### config.mk
export PLATFORM = sky130hd
export DESIGN_NAME = mem_access_unit
export DESIGN_NICKNAME = d
export VERILOG_FILES = /design/src/rtl/mem_pkg.sv /design/src/rtl/mem_access_unit_extract.sv /design/src/rtl/mem_access_unit.sv
export SDC_FILE = /design/constraint.sdc
export NUM_CORES = 1
export LEC_CHECK = 0
export ABC_AREA = 1
export ABC_CLOCK_PERIOD_IN_PS = 2820
export CAP_MARGIN = 20
export CORE_MARGIN = 2
export CORE_UTILIZATION = 55
export CTS_BUF_LIST = sky130_fd_sc_hd__clkbuf_4 sky130_fd_sc_hd__clkbuf_8
export CTS_CLUSTER_DIAMETER = 120
export CTS_CLUSTER_SIZE = 20
export DETAILED_ROUTE_END_ITERATION = 16
export DONT_BUFFER_PORTS = 1
export PLACE_DENSITY = 0.7
export SYNTH_ARGS = -nofsm -noshare
export SYNTH_HDL_FRONTEND = slang
export SYNTH_HIERARCHICAL = 1
export SYNTH_SLANG_ARGS = --single-unit
### constraint.sdc
create_clock -name clk -period 2.82 [get_ports clk]
set_clock_uncertainty 0.2 [all_clocks]
set_input_delay 0.564 -clock clk [delete_from_list [all_inputs] [get_ports clk]]
set_output_delay 0.564 -clock clk [all_outputs]
set_load 0.02 [all_outputs]
### src/rtl/mem_pkg.sv
// Encodings and helpers shared by the memory access stage.
// The alignment helper is only called when MEM_ALIGN_CHECK_EN is defined.
package mem_pkg;

    localparam logic [1:0] SZ_WORD = 2'd0;
    localparam logic [1:0] SZ_HALF = 2'd1;
    localparam logic [1:0] SZ_BYTE = 2'd2;
    localparam logic [1:0] SZ_RSVD = 2'd3;

    typedef enum logic [2:0] {
        ST_IDLE    = 3'd0,
        ST_ISSUE   = 3'd1,
        ST_WAIT    = 3'd2,
        ST_CAPTURE = 3'd3,
        ST_RESP    = 3'd4
    } state_t;

    localparam logic [3:0] BE_WORD    = 4'b1111;
    localparam logic [3:0] BE_HALF_LO = 4'b0011;
    localparam logic [3:0] BE_HALF_HI = 4'b1100;
    localparam logic [3:0] BE_BYTE0   = 4'b0001;

    function automatic logic is_misaligned(input logic [1:0] size, input logic [1:0] addr_lo);
        logic mis_s;
        case (size)
            SZ_WORD: mis_s = (addr_lo != 2'd0);
            SZ_HALF: mis_s = addr_lo[0];
            SZ_BYTE: mis_s = 1'b0;
            default: mis_s = 1'b1;
        endcase
        return mis_s;
    endfunction

endpackage

### src/rtl/mem_access_unit_extract.sv
// Load lane selection with sign/zero extension (module mem_lane_extract).
// Combinational: the MDR register lives in the top level.
module mem_lane_extract
    import mem_pkg::*;
(
    input  logic [31:0] rdata,
    input  logic [1:0]  addr_lo,
    input  logic [1:0]  size,
    input  logic        is_unsigned,
    output logic [31:0] result
);

    logic [15:0] half_s;
    logic [7:0]  byte_s;

    // Pick the addressed lane and extend it to a full word
    always_comb begin
        half_s = addr_lo[1] ? rdata[31:16] : rdata[15:0];
        case (addr_lo)
            2'd0:    byte_s = rdata[7:0];
            2'd1:    byte_s = rdata[15:8];
            2'd2:    byte_s = rdata[23:16];
            default: byte_s = rdata[31:24];
        endcase
        case (size)
            SZ_HALF: result = is_unsigned ? {16'h0000, half_s} : {{16{half_s[15]}}, half_s};
            SZ_BYTE: result = is_unsigned ? {24'h00_0000, byte_s} : {{24{byte_s[7]}}, byte_s};
            default: result = rdata;
        endcase
    end

endmodule

### src/rtl/mem_access_unit.sv
// Memory access stage: one load/store at a time into a fixed-latency word RAM.
// Define MEM_ALIGN_CHECK_EN to reject misaligned requests with resp_err.
module mem_access_unit
    import mem_pkg::*;
#(
    parameter int ADDR_W   = 8,
    parameter int READ_LAT = 2
) (
    input  logic              clk,
    input  logic              rst,
    input  logic              req_valid,
    output logic              req_ready,
    input  logic              req_write,
    input  logic [1:0]        req_size,
    input  logic              req_unsigned,
    input  logic [31:0]       req_addr,
    input  logic [31:0]       req_wdata,
    output logic              resp_valid,
    output logic [31:0]       resp_rdata,
    output logic              resp_err,
    output logic              ram_en,
    output logic              ram_we,
    output logic [ADDR_W-1:0] ram_addr,
    output logic [3:0]        ram_be,
    output logic [31:0]       ram_wdata,
    input  logic [31:0]       ram_rdata
);

    state_t            state_r, state_nxt_s;
    logic [2:0]        cnt_r;
    logic              write_r, unsigned_r;
    logic [1:0]        size_r, addr_lo_r;
    logic              accept_s, misalign_s;
    logic [31:0]       ext_s;
    logic              req_ready_d, resp_valid_d, resp_err_d, ram_en_d, ram_we_d;
    logic [31:0]       resp_rdata_d, ram_wdata_d;
    logic [ADDR_W-1:0] ram_addr_d;
    logic [3:0]        ram_be_d;
    logic              unused_s;

    assign accept_s = req_valid && req_ready;
    assign unused_s = ^req_addr[31:ADDR_W+2];

`ifdef MEM_ALIGN_CHECK_EN
    assign misalign_s = is_misaligned(req_size, req_addr[1:0]);
`else
    assign misalign_s = 1'b0;
`endif

    mem_lane_extract u_extract (
        .rdata       (ram_rdata),
        .addr_lo     (addr_lo_r),
        .size        (size_r),
        .is_unsigned (unsigned_r),
        .result      (ext_s)
    );

    // State register
    always_ff @(posedge clk) begin
        if (rst) begin
            state_r <= ST_IDLE;
        end else begin
            state_r <= state_nxt_s;
        end
    end

    // Next-state logic
    always_comb begin
        state_nxt_s = state_r;
        case (state_r)
            ST_IDLE: begin
                if (accept_s) begin
                    state_nxt_s = misalign_s ? ST_RESP : ST_ISSUE;
                end else begin
                    state_nxt_s = ST_IDLE;
                end
            end
            ST_ISSUE: begin
                if (write_r) begin
                    state_nxt_s = ST_RESP;
                end else begin
                    state_nxt_s = (READ_LAT == 1) ? ST_CAPTURE : ST_WAIT;
                end
            end
            ST_WAIT:    state_nxt_s = (cnt_r <= 3'd1) ? ST_CAPTURE : ST_WAIT;
            ST_CAPTURE: state_nxt_s = ST_RESP;
            ST_RESP:    state_nxt_s = ST_IDLE;
            default:    state_nxt_s = ST_IDLE;
        endcase
    end

    // Request fields and the read-latency countdown
    always_ff @(posedge clk) begin
        if (rst) begin
            write_r    <= 1'b0;
            unsigned_r <= 1'b0;
            size_r     <= 2'd0;
            addr_lo_r  <= 2'd0;
            cnt_r      <= 3'd0;
        end else begin
            if (accept_s) begin
                write_r    <= req_write;
                unsigned_r <= req_unsigned;
                size_r     <= req_size;
                addr_lo_r  <= req_addr[1:0];
            end
            case (state_r)
                ST_ISSUE: cnt_r <= 3'(READ_LAT - 1);
                ST_WAIT:  cnt_r <= cnt_r - 3'd1;
                default:  cnt_r <= cnt_r;
            endcase
        end
    end

    // Output decode against the upcoming state; RAM fields come straight from the request
    always_comb begin
        req_ready_d  = (state_nxt_s == ST_IDLE);
        resp_valid_d = (state_nxt_s == ST_RESP);
        resp_err_d   = accept_s && misalign_s;
        resp_rdata_d = (state_r == ST_CAPTURE) ? ext_s : resp_rdata;
        ram_en_d     = 1'b0;
        ram_we_d     = 1'b0;
        ram_addr_d   = ram_addr;
        ram_be_d     = ram_be;
        ram_wdata_d  = ram_wdata;
        if (state_nxt_s == ST_ISSUE) begin
            ram_en_d   = 1'b1;
            ram_we_d   = req_write;
            ram_addr_d = req_addr[ADDR_W+1:2];
            if (req_write) begin
                case (req_size)
                    SZ_HALF: begin
                        ram_be_d    = req_addr[1] ? BE_HALF_HI : BE_HALF_LO;
                        ram_wdata_d = {2{req_wdata[15:0]}};
                    end
                    SZ_BYTE: begin
                        ram_be_d    = BE_BYTE0 << req_addr[1:0];
                        ram_wdata_d = {4{req_wdata[7:0]}};
                    end
                    default: begin
                        ram_be_d    = BE_WORD;
                        ram_wdata_d = req_wdata;
                    end
                endcase
            end else begin
                ram_be_d    = BE_WORD;
                ram_wdata_d = req_wdata;
            end
        end else begin
            ram_en_d = 1'b0;
            ram_we_d = 1'b0;
        end
    end

    // Output registers
    always_ff @(posedge clk) begin
        if (rst) begin
            req_ready  <= 1'b1;
            resp_valid <= 1'b0;
            resp_rdata <= 32'h0000_0000;
            resp_err   <= 1'b0;
            ram_en     <= 1'b0;
            ram_we     <= 1'b0;
            ram_addr   <= '0;
            ram_be     <= 4'b0000;
            ram_wdata  <= 32'h0000_0000;
        end else begin
            req_ready  <= req_ready_d;
            resp_valid <= resp_valid_d;
            resp_rdata <= resp_rdata_d;
            resp_err   <= resp_err_d;
            ram_en     <= ram_en_d;
            ram_we     <= ram_we_d;
            ram_addr   <= ram_addr_d;
            ram_be     <= ram_be_d;
            ram_wdata  <= ram_wdata_d;
        end
    end

endmodule

### Word-level counts from Yosys, hierarchy flattened

Index checks and enable logic that the tools add are counted.

| word-level totals | value |
|---|---|
| logic and storage cells | 51 |
| input port bits | 103 |
| output and inout port bits | 81 |
| register bits after elaboration | 92 |

| cells by class | value |
|---|---|
| shift operators | 1 |
| magnitude comparators | 1 |
| reductions and logical operators | 6 |
| add/subtract/negate cells | 1 |
| mux-type cells | 16 |
| bitwise logic cells | 1 |
| equal/unequal tests | 11 |

Operators with widths:

| kind | count |
|---|---|
| 32-bit case mux with 2 select lines | 2 |
| 32-bit 2-to-1 mux | 3 |
| 8-bit case mux with 3 select lines | 1 |
| 16-bit 2-to-1 mux | 1 |
| 3-bit case mux with 4 select lines | 1 |
| 4-bit 2-to-1 mux | 2 |
| 4-bit case mux with 2 select lines | 1 |
| 2-bit by 1-bit == test with 1-bit output (second input constant) | 3 |
| 2-bit == test (second input constant) | 3 |
| 3-bit by 1-bit == test with 1-bit output (second input constant) | 2 |
| 3-bit by 2-bit == test with 1-bit output (second input constant) | 2 |
| 3-bit logical NOT | 2 |
| 3-bit case mux with 2 select lines | 1 |
| 1-bit by 2-bit << shifter with 4-bit output (first input constant) | 1 |
| 3-bit == test (second input constant) | 1 |
| 3-bit by 1-bit less-or-equal comparator with 1-bit output (second input constant) | 1 |
| 1-bit 2-to-1 mux | 3 |
| 3-bit 2-to-1 mux | 1 |
| 3-bit by 1-bit subtractor with 3-bit output (second input constant) | 1 |
| 2-bit logical NOT | 1 |
| 2-bit nonzero test | 1 |
| 2-bit OR reduction | 1 |
| 1-bit logical AND | 1 |
| 1-bit inverter | 1 |

### Depth between registers and ports, before layout

Gate-level depths: netlist of run 1.

| logic depth | value |
|---|---|
| depth after elaboration | 6 |
| mapped depth | 11 |
| gate-level depth less buffers | 10 |

### By module

The synthesis of run 1 kept the hierarchy.

Modules (own cells, without submodules):

| module | times used | sequential area each (sq um) | area an instance (sq um) | cells each |
|---|---|---|---|---|
| mem_access_unit | 1 | 1841.8 | 3952.5 | 580 |
| mem_lane_extract | 1 | 0.0 | 777.0 | 177 |

### Least setup slack after synthesis of run 1

OpenSTA, ideal clock, no wires.

| timing | value |
|---|---|
| path kind | input to register |
| start | in req_size[0] |
| end | reg ram_wdata[16] |
| setup time | 112 ps |
| setup slack | 1038 ps |
| data required time | 2508 ps |
| path buffers | 1 |
| stages | 8 |
| data arrival time | 1470 ps |
| path through | inv_1 ha_1 or2_2 clkbuf_1 nand3_1 nand2_1 nor2_1 nor2_1 |

| between the ends | value |
|---|---|
| longest elaborated chain between the ends | 3 |
| elaborated cells on any way between the ends | 4 |
| those cells by class | eq/ne: 2; mux: 2 |

RTL lines:

| item | RTL line | RTL |
|---|---|---|
| start, declared | mem_access_unit.sv:14 | `input logic [1:0] req_size,` |
| 2-bit == test / 2-bit by 1-bit == test with 1-bit output (equally long branches) | mem_access_unit.sv:131 | `case (req_size)` |
| 32-bit case mux with 2 select lines (*) | mem_access_unit.sv:131 |  |
| 32-bit 2-to-1 mux (*) | mem_access_unit.sv:130 | `if (req_write) begin` |
| end signal, assigned | mem_access_unit.sv:176 | `ram_wdata <= ram_wdata_d;` |
| end, declared | mem_access_unit.sv:25 | `output logic [31:0] ram_wdata,` |

Every way passes the cells marked *; elsewhere a longest branch is shown, timed or not.
A chain may end at the register's enable or synchronous reset.

### Final worst setup path of run 1

| timing | value |
|---|---|
| start | reg size_r[0] |
| end | reg resp_rdata[4] |

| between the ends | value |
|---|---|
| longest elaborated chain between the ends | 2 |
| elaborated cells on any way between the ends | 3 |
| those cells by class | eq/ne: 2; mux: 1 |

RTL lines:

| item | RTL line | RTL |
|---|---|---|
| start, declared | mem_access_unit.sv:32 | `logic [1:0] size_r, addr_lo_r;` |
| start signal, assigned | mem_access_unit.sv:104 | `size_r <= req_size;` |
| 2-bit == test / 2-bit by 1-bit == test with 1-bit output (equally long branches) | mem_access_unit_extract.sv:25 | `case (size)` |
| 32-bit case mux with 2 select lines (*) | mem_access_unit_extract.sv:25 |  |
| named net ext_s[4] | mem_access_unit.sv:34 | `logic [31:0] ext_s;` |
| end signal, assigned | mem_access_unit.sv:170 | `resp_rdata <= resp_rdata_d;` |
| end, declared | mem_access_unit.sv:19 | `output logic [31:0] resp_rdata,` |

The timed path passes the listed nets; every way through them passes the cells marked *.

==> results.md, run 1 <==
* Status: finished, final reports clean
* Die height at between 90 and 100 um
* Setup TNS at 0 ns
* Per-cell routed wire length at 14.4 um
* PortBufs at 0
* DP Area at around 4700 um2
* Initial antenna violation count at 0
* Final hold vios at 0
* RSZ-0062 raised after global routing: no
* Synth Instances at between 700 and 800
* VDD IR-drop max at between 0.3 and 0.4 mV
* CP Max Fanout at 18
* Max stage delay on crit path at 0.56 ns
* Maxcap violations at 0
* Synthesis-stage register bit count at a little over 90
* Pre-CTS setup slack at 0.456 ns
* Vias in the first global route at 4259
* Hold Path Class: in -> reg
* CTS root buf: clkbuf_8
* Clk sink count at 92
* Core area at 8260 um2
* Sequential area share after synthesis at 0.389
* Via count at roughly 4500
* CP Depth at 7
* CP top delay family: buffers and inverters
* Final ANT Viol Nets at 0
* Gr usage total at 0.258
* CP arrival at 2.49 ns
* Row cnt at 33
* Reg clk slew, reported paths at 0.11 ns
* GP Congestion at 0.933
* Max Root-Sink Buffers at 2
* Post-CTS Hold Buffers at 0
* Synth Flop Type: dfxtp_1
* Final Util at 0.593
* CP Capture Type: register
* CP bufs+invs at 3
* Final setup fails at 0
* Post-CTS sizing at 0
* Drt pass-1 iters at 5
* Total CTS buffers at 9
* Post-synth top area cell: dfxtp_1
* Syn Area/Cell at 6.25 um2
* Relative slew slack at 0.659
* Leak Pwr at 2.33 nW
* Share of the synthesized area in the top cell type at 0.389
* Pin count of the biggest net entering global routing at 68
* CP max-delay cell: ha_1
* Via density at between 5 and 6
* Nets at 840
* Crit-path cells: inv_1 > ha_1 > clkinv_1 > o21ai_0 > inv_1 > o21ai_0 > nor2_1
* Ports at 184
* Async SR Flop Fraction at 0
* Area grow syn2layout at 3.60%
* Area contributors post-synth: dfxtp_1 39%, nand2_1 19%, nor2_1 12%, o21ai_0 7.0%, a21oi_1 5.0%
* Clk_lat worst skew at 0.37 ns
* H-tree levels at 3
* Synth Net Count at 865
* Data required, critical path at 2.89 ns
* Register-to-Register Path Depth at 7
* Pwr dens at around 740 nW/um2
* First-pass GRT wire length at 20000 um
* Design area at just under 5000 um2
* DR iter-0 viols at 203
* Commonest cells post-synth: 235 x nand2_1, 145 x nor2_1, 92 x dfxtp_1, 66 x o21ai_0, 55 x inv_1
* Cell variety after synth at 28
* CTS tree: built
* Critical path launch point: size_r[0]$_SDFFE_PP0N_
* Filler cell count at 842
* CP startpoint kind: register
* Reg2reg end: resp_rdata[4]$_SDFFE_PP0N_
* Yosys warns at 6
* Mapped Area at 4730 um2
* DRC Markers at 0
* Slew at the pin closest to its max-slew limit at 0.510 ns
* Achievable Freq at about 410 MHz
* # placed instances at 826
* Final WS setup at 0.400 ns
* Post-route minimum period at around 2.4 ns
* Final worst-path cycle share at 0.858
* Non-Filler Instances at 842
* Total Routed Length at 12200 um
* EDFF count, synth at 0
* Die X at a little under 100 um
* # Post-CTS Setup Buffers at 0
* Crit Path Class: reg -> reg
* Initial Util at 0.573
* Final HPWL DP at 8820 um
* Ant diodes at 0
* Fraction of layout cells with a size suffix above 1 at 0.0543
* Count leader, synth: nand2_1
* Die area at 9360 um2
* FF-to-FF setup slack at around 0.40 ns
* Worst reg2reg startpoint: size_r[0]$_SDFFE_PP0N_
* Remaining global-route overflow at 0
* Max-slew violation count at 0
* Worst setup path end: resp_rdata[4]$_SDFFE_PP0N_
-- routing by layer --
layer / vias to the layer above / track usage / wire length [um]
met5: - / 0 / 0
li1: 2322 / - / -
met2: 162 / 0.445 / 5800
met1: 2010 / 0.296 / 4810
met3: 19 / 0.0903 / 1300
met4: 0 / 0.0910 / 238
-- flip-flops by register name (all words and copies together), names as in the netlist, 2 cells and up --
register	count
resp_rdata	32
ram_addr	8
cnt_r	3
ram_wdata	32
ram_be	4
size_r	2
state_r	3
addr_lo_r	2
-- stage by stage --
stage | hold slack, ns | total power, W
finish | 0.0473 | 0.00362
global route | 0.0368 | 0.00387
CTS | 0.0334 | 0.00365
detailed placement | 0.281 | 0.00276
global placement | 0.269 | 0.00273
floorplan | 0.254 | 0.00259
-- cell families after synthesis --
kind of cell | synth area share
fa+ha+maj | 0.0132
compound gates | 0.123
flops | 0.389
simple gates | 0.373
buf+inv | 0.0989
xor+xnor | 0.00185
other cells | 0.000793
-- placed cells by master, fill, tap and decap left out, types with 4 or more instances in the layout --
master and instances:
nor2_1 145, nand3_1 29, inv_2 4, nand4_1 16, o21ai_0 66, nand2_1 235, inv_1 54, buf_4 9
a21oi_1 47, dfxtp_1 92, ha_1 5, clkbuf_8 9
-- worst min-delay path by stage --
| stage | to | startpoint | cells after the start |
|---|---|---|---|
| after floorplan | cnt_r[0]$_SDFFE_PP0P_ | cnt_r[0]$_SDFFE_PP0P_ | 2 |
| after global placement | cnt_r[0]$_SDFFE_PP0P_ | cnt_r[0]$_SDFFE_PP0P_ | 2 |
| after detailed placement | cnt_r[0]$_SDFFE_PP0P_ | cnt_r[0]$_SDFFE_PP0P_ | 2 |
| after CTS | cnt_r[2]$_SDFFE_PP0P_ | rst | 1 |
| after global routing | ram_addr[1]$_SDFFE_PP0N_ | rst | 1 |
| final | ram_addr[1]$_SDFFE_PP0N_ | rst | 1 |
-- layout make-up --
type / count / area, um2 / area share
timing repair buffer: 10 / 87.6 / 0.0179
tap: 105 / 131 / 0.0268
multi-input combinational: 559 / 2420 / 0.495
sequential: 92 / 1840 / 0.376
clock inverter: 7 / 65.1 / 0.0133
inverter: 60 / 225 / 0.0460
clock buffer: 9 / 124 / 0.0253
-- power breakdown --
group	internal [W]	switching, W
Sequential	0.00147	0.000307
Clock	0.000348	0.000541
Combinational	0.000329	0.000626
Note: power is estimated with default switching activity, not from simulation.
==> run 2: changes to the inputs <==
--- a/config.mk
+++ b/config.mk
@@ -9,13 +9,13 @@
 export ABC_CLOCK_PERIOD_IN_PS = 2820
 export CAP_MARGIN = 20
 export CORE_MARGIN = 2
-export CORE_UTILIZATION = 55
+export CORE_UTILIZATION = 44
 export CTS_BUF_LIST = sky130_fd_sc_hd__clkbuf_4 sky130_fd_sc_hd__clkbuf_8
 export CTS_CLUSTER_DIAMETER = 120
 export CTS_CLUSTER_SIZE = 20
 export DETAILED_ROUTE_END_ITERATION = 16
 export DONT_BUFFER_PORTS = 1
-export PLACE_DENSITY = 0.7
+export PLACE_DENSITY = 0.59
 export SYNTH_ARGS = -nofsm -noshare
 export SYNTH_HDL_FRONTEND = slang
 export SYNTH_HIERARCHICAL = 1
==> run 2 against run 1 <==
Combinational power is essentially flat. Flip-flop and latch count stayed put. Largest cell class unchanged. Highest routed layer unchanged. Critical endpoint unchanged. Worst hold slack lost 0.0051 ns. Largest power group unchanged. Non-clock buffer count stayed put.
==> results.md, run 2 (synthesized netlist as in run 1, its figures left out) <==
* PortBufs at 0 (unchanged)
* Final worst-path cycle share at 0.740 (was 0.858)
* Int Pwr at 0.00224 W (was 0.00215 W)
* Die height at 108 um (was 96.7 um)
* Most common cell after layout, fill and taps aside: nand2_1 (unchanged)
* Maxcap violations at 0 (unchanged)
* Die X at 108 um (was 96.7 um)
* Via density at 5.15 (was 5.36)
* Hold Path Class: in -> reg (unchanged)
* CP arrival at 2.15 ns (was 2.49 ns)
* CP Capture Type: register (unchanged)
* Pwr dens at 744 nW/um2 (was 740 nW/um2)
* Max stage delay on crit path at 0.41 ns (was 0.56 ns)
* Vias in the first global route at 4155 (was 4259)
* Total CTS buffers at 9 (unchanged)
* DR iter-0 viols at 254 (was 203)
* Row cnt at 37 (was 33)
* Post-CTS sizing at 0 (unchanged)
* CP top delay family: compound AO/OA/AOI/OAI gates (was buffers and inverters)
* CP max-delay cell: clkinv_1 (was ha_1)
* First-pass GRT wire length at 20500 um (was 20000 um)
* CP bufs+invs at 3 (unchanged)
* Filler cell count at 1101 (was 842)
* DRC Markers at 0 (unchanged)
* H-tree levels at 3 (unchanged)
* Die area at 11600 um2 (was 9360 um2)
* GP Congestion at 0.881 (was 0.933)
* Final setup fails at 0 (unchanged)
* CP Depth at 7 (unchanged)
* Final ANT Viol Nets at 0 (unchanged)
* Setup TNS at 0 ns (unchanged)
* Max Root-Sink Buffers at 2 (unchanged)
* Slew at the pin closest to its max-slew limit at 0.714 ns (was 0.510 ns)
* Register area at 1840 um2 (unchanged)
* Gr usage total at 0.226 (was 0.258)
* Initial Util at 0.456 (was 0.573)
* Crit-path cells: inv_1 > ha_1 > clkinv_1 > o21ai_0 > inv_1 > o21ai_0 > nor2_1 (unchanged)
* Achievable Freq at 479 MHz (was 413 MHz)
* Relative slew slack at 0.524 (was 0.659)
* Via count at 4494 (was 4513)
* Ant diodes at 0 (unchanged)
* Initial antenna violation count at 0 (unchanged)
* Largest regs: ram_wdata x32, resp_rdata x32, ram_addr x8 (unchanged)
* Multi-input gate area at 2420 um2 (unchanged)
* Data required, critical path at 2.89 ns (about the same)
* Clk_lat worst skew at 0.37 ns (about the same)
* CP startpoint kind: register (unchanged)
* Clock share of power at 0.257 (was 0.245)
* Final Util at 0.477 (was 0.593)
* CP Max Fanout at 18 (unchanged)
* VDD IR-drop max at 0.379 mV (was 0.389 mV)
* Ports at 184 (unchanged)
* Comb pwr share at 0.259 (was 0.263)
* Area grow syn2layout at 4.52% (was 3.60%)
* Total Routed Length at 13200 um (was 12200 um)
* Crit Path Class: reg -> reg (unchanged)
* Nets at 840 (unchanged)
* Status: finished, final reports clean (unchanged)
* Register-to-Register Path Depth at 7 (unchanged)
* Post-CTS Hold Buffers at 0 (unchanged)
* Worst hold stages at 1 (unchanged)
* Reg power frac at 0.484 (was 0.491)
* Per-cell routed wire length at 15.1 um (was 14.4 um)
* Final hold vios at 0 (unchanged)
* Total net switching power at 0.00144 W (was 0.00147 W)
* RSZ-0062 raised after global routing: no (unchanged)
* Max-slew violation count at 0 (unchanged)
* Leading cell types in the layout, fill and taps excluded: 235 x nand2_1, 145 x nor2_1, 92 x dfxtp_1, 66 x o21ai_0, 54 x inv_1 (unchanged)
* Pin count of the biggest net entering global routing at 75 (was 68)
* Sw Share at 0.392 (was 0.406)
* Drt pass-1 iters at 5 (unchanged)
* Leak Pwr at 2.33 nW (about the same)
* Remaining global-route overflow at 0 (unchanged)
* Final HPWL DP at 9510 um (was 8820 um)
* Core area at 10400 um2 (was 8260 um2)
* Post-route minimum period at 2.09 ns (was 2.42 ns)
* Hold slack at 0.0423 ns (was 0.0473 ns)
* Reg clk slew, reported paths at 0.11 ns (about the same)
* CTS root buf: clkbuf_8 (unchanged)
* Clk sink count at 92 (unchanged)
* # Post-CTS Setup Buffers at 0 (unchanged)
* CTS tree: built (unchanged)
* Fraction of layout cells with a size suffix above 1 at 0.0556 (was 0.0543)
[run 2: changes by cell type in the layout (fill, tap and decap cells not counted)]
cell / previous run / this run
clkinvlp_4: 0 / 1
bufinv_16: 0 / 1
clkbuf_8: 9 / 10
buf_4: 9 / 10
inv_8: 3 / 0
inv_2: 4 / 5
buf_12: 1 / 0
clkinv_1: 2 / 1
[run 2: power by group through the flow]
| stage | logic (W) | clock network (W) | registers (W) |
|---|---|---|---|
| 2_1_floorplan | 0.000822 | 0 | 0.00177 |
| 3_3_place_gp | 0.000936 | 0 | 0.00181 |
| 3_5_place_dp | 0.000954 | 0 | 0.00181 |
| 4_1_cts | 0.000958 | 0.000973 | 0.00178 |
| 5_1_grt | 0.00111 | 0.00103 | 0.00180 |
| 6_report | 0.000953 | 0.000946 | 0.00178 |
[run 2: path summary, 6_finish.rpt]
| kind | start | end | slack (ns) |
|---|---|---|---|
| setup reg to reg | size_r[0]$_SDFFE_PP0N_ | resp_rdata[4]$_SDFFE_PP0N_ | 0.73 |
| hold reg to reg | cnt_r[1]$_SDFFE_PP0P_ | cnt_r[1]$_SDFFE_PP0P_ | 0.30 |
| setup / recovery | size_r[0]$_SDFFE_PP0N_ | resp_rdata[4]$_SDFFE_PP0N_ | 0.73 |
| hold / removal | rst | ram_wdata[0]$_SDFFE_PP0N_ | 0.04 |
[run 2: cell type report]
type                    count  area share
multi-input cells         559       0.491
inverters                  60      0.0456
clock inverters             6      0.0139
clock buffers              10      0.0278
well taps                 136      0.0344
flip-flops and latches     92       0.373
repair buffers             10      0.0152
[run 2: per-layer routing]
layer  up-vias  global-route usage  routed length (um)
met5         -                   0                   0
met4         0              0.0604                 163
met3        13               0.106                1560
met2       166               0.376                6050
met1      2006               0.260                5410
li1       2309                   -                   -
[run 2: metrics by stage]
step	setup slack, ns	cell area [um2]	power, W	instances
final	0.734	4940	0.00368	873
after global routing	0.462	4940	0.00395	873
after CTS	0.729	4940	0.00372	873
after detailed placement	0.639	4740	0.00277	857
after global placement	0.670	4740	0.00274	857
after floorplan	1.04	4730	0.00259	757
[run 2: worst register-to-register path: stages (launching register included)]
cell      delay [ns]
dfxtp_1         0.36
inv_1           0.05
ha_1            0.29
clkinv_1        0.41
o21ai_0         0.36
inv_1           0.07
o21ai_0         0.18
nor2_1          0.06
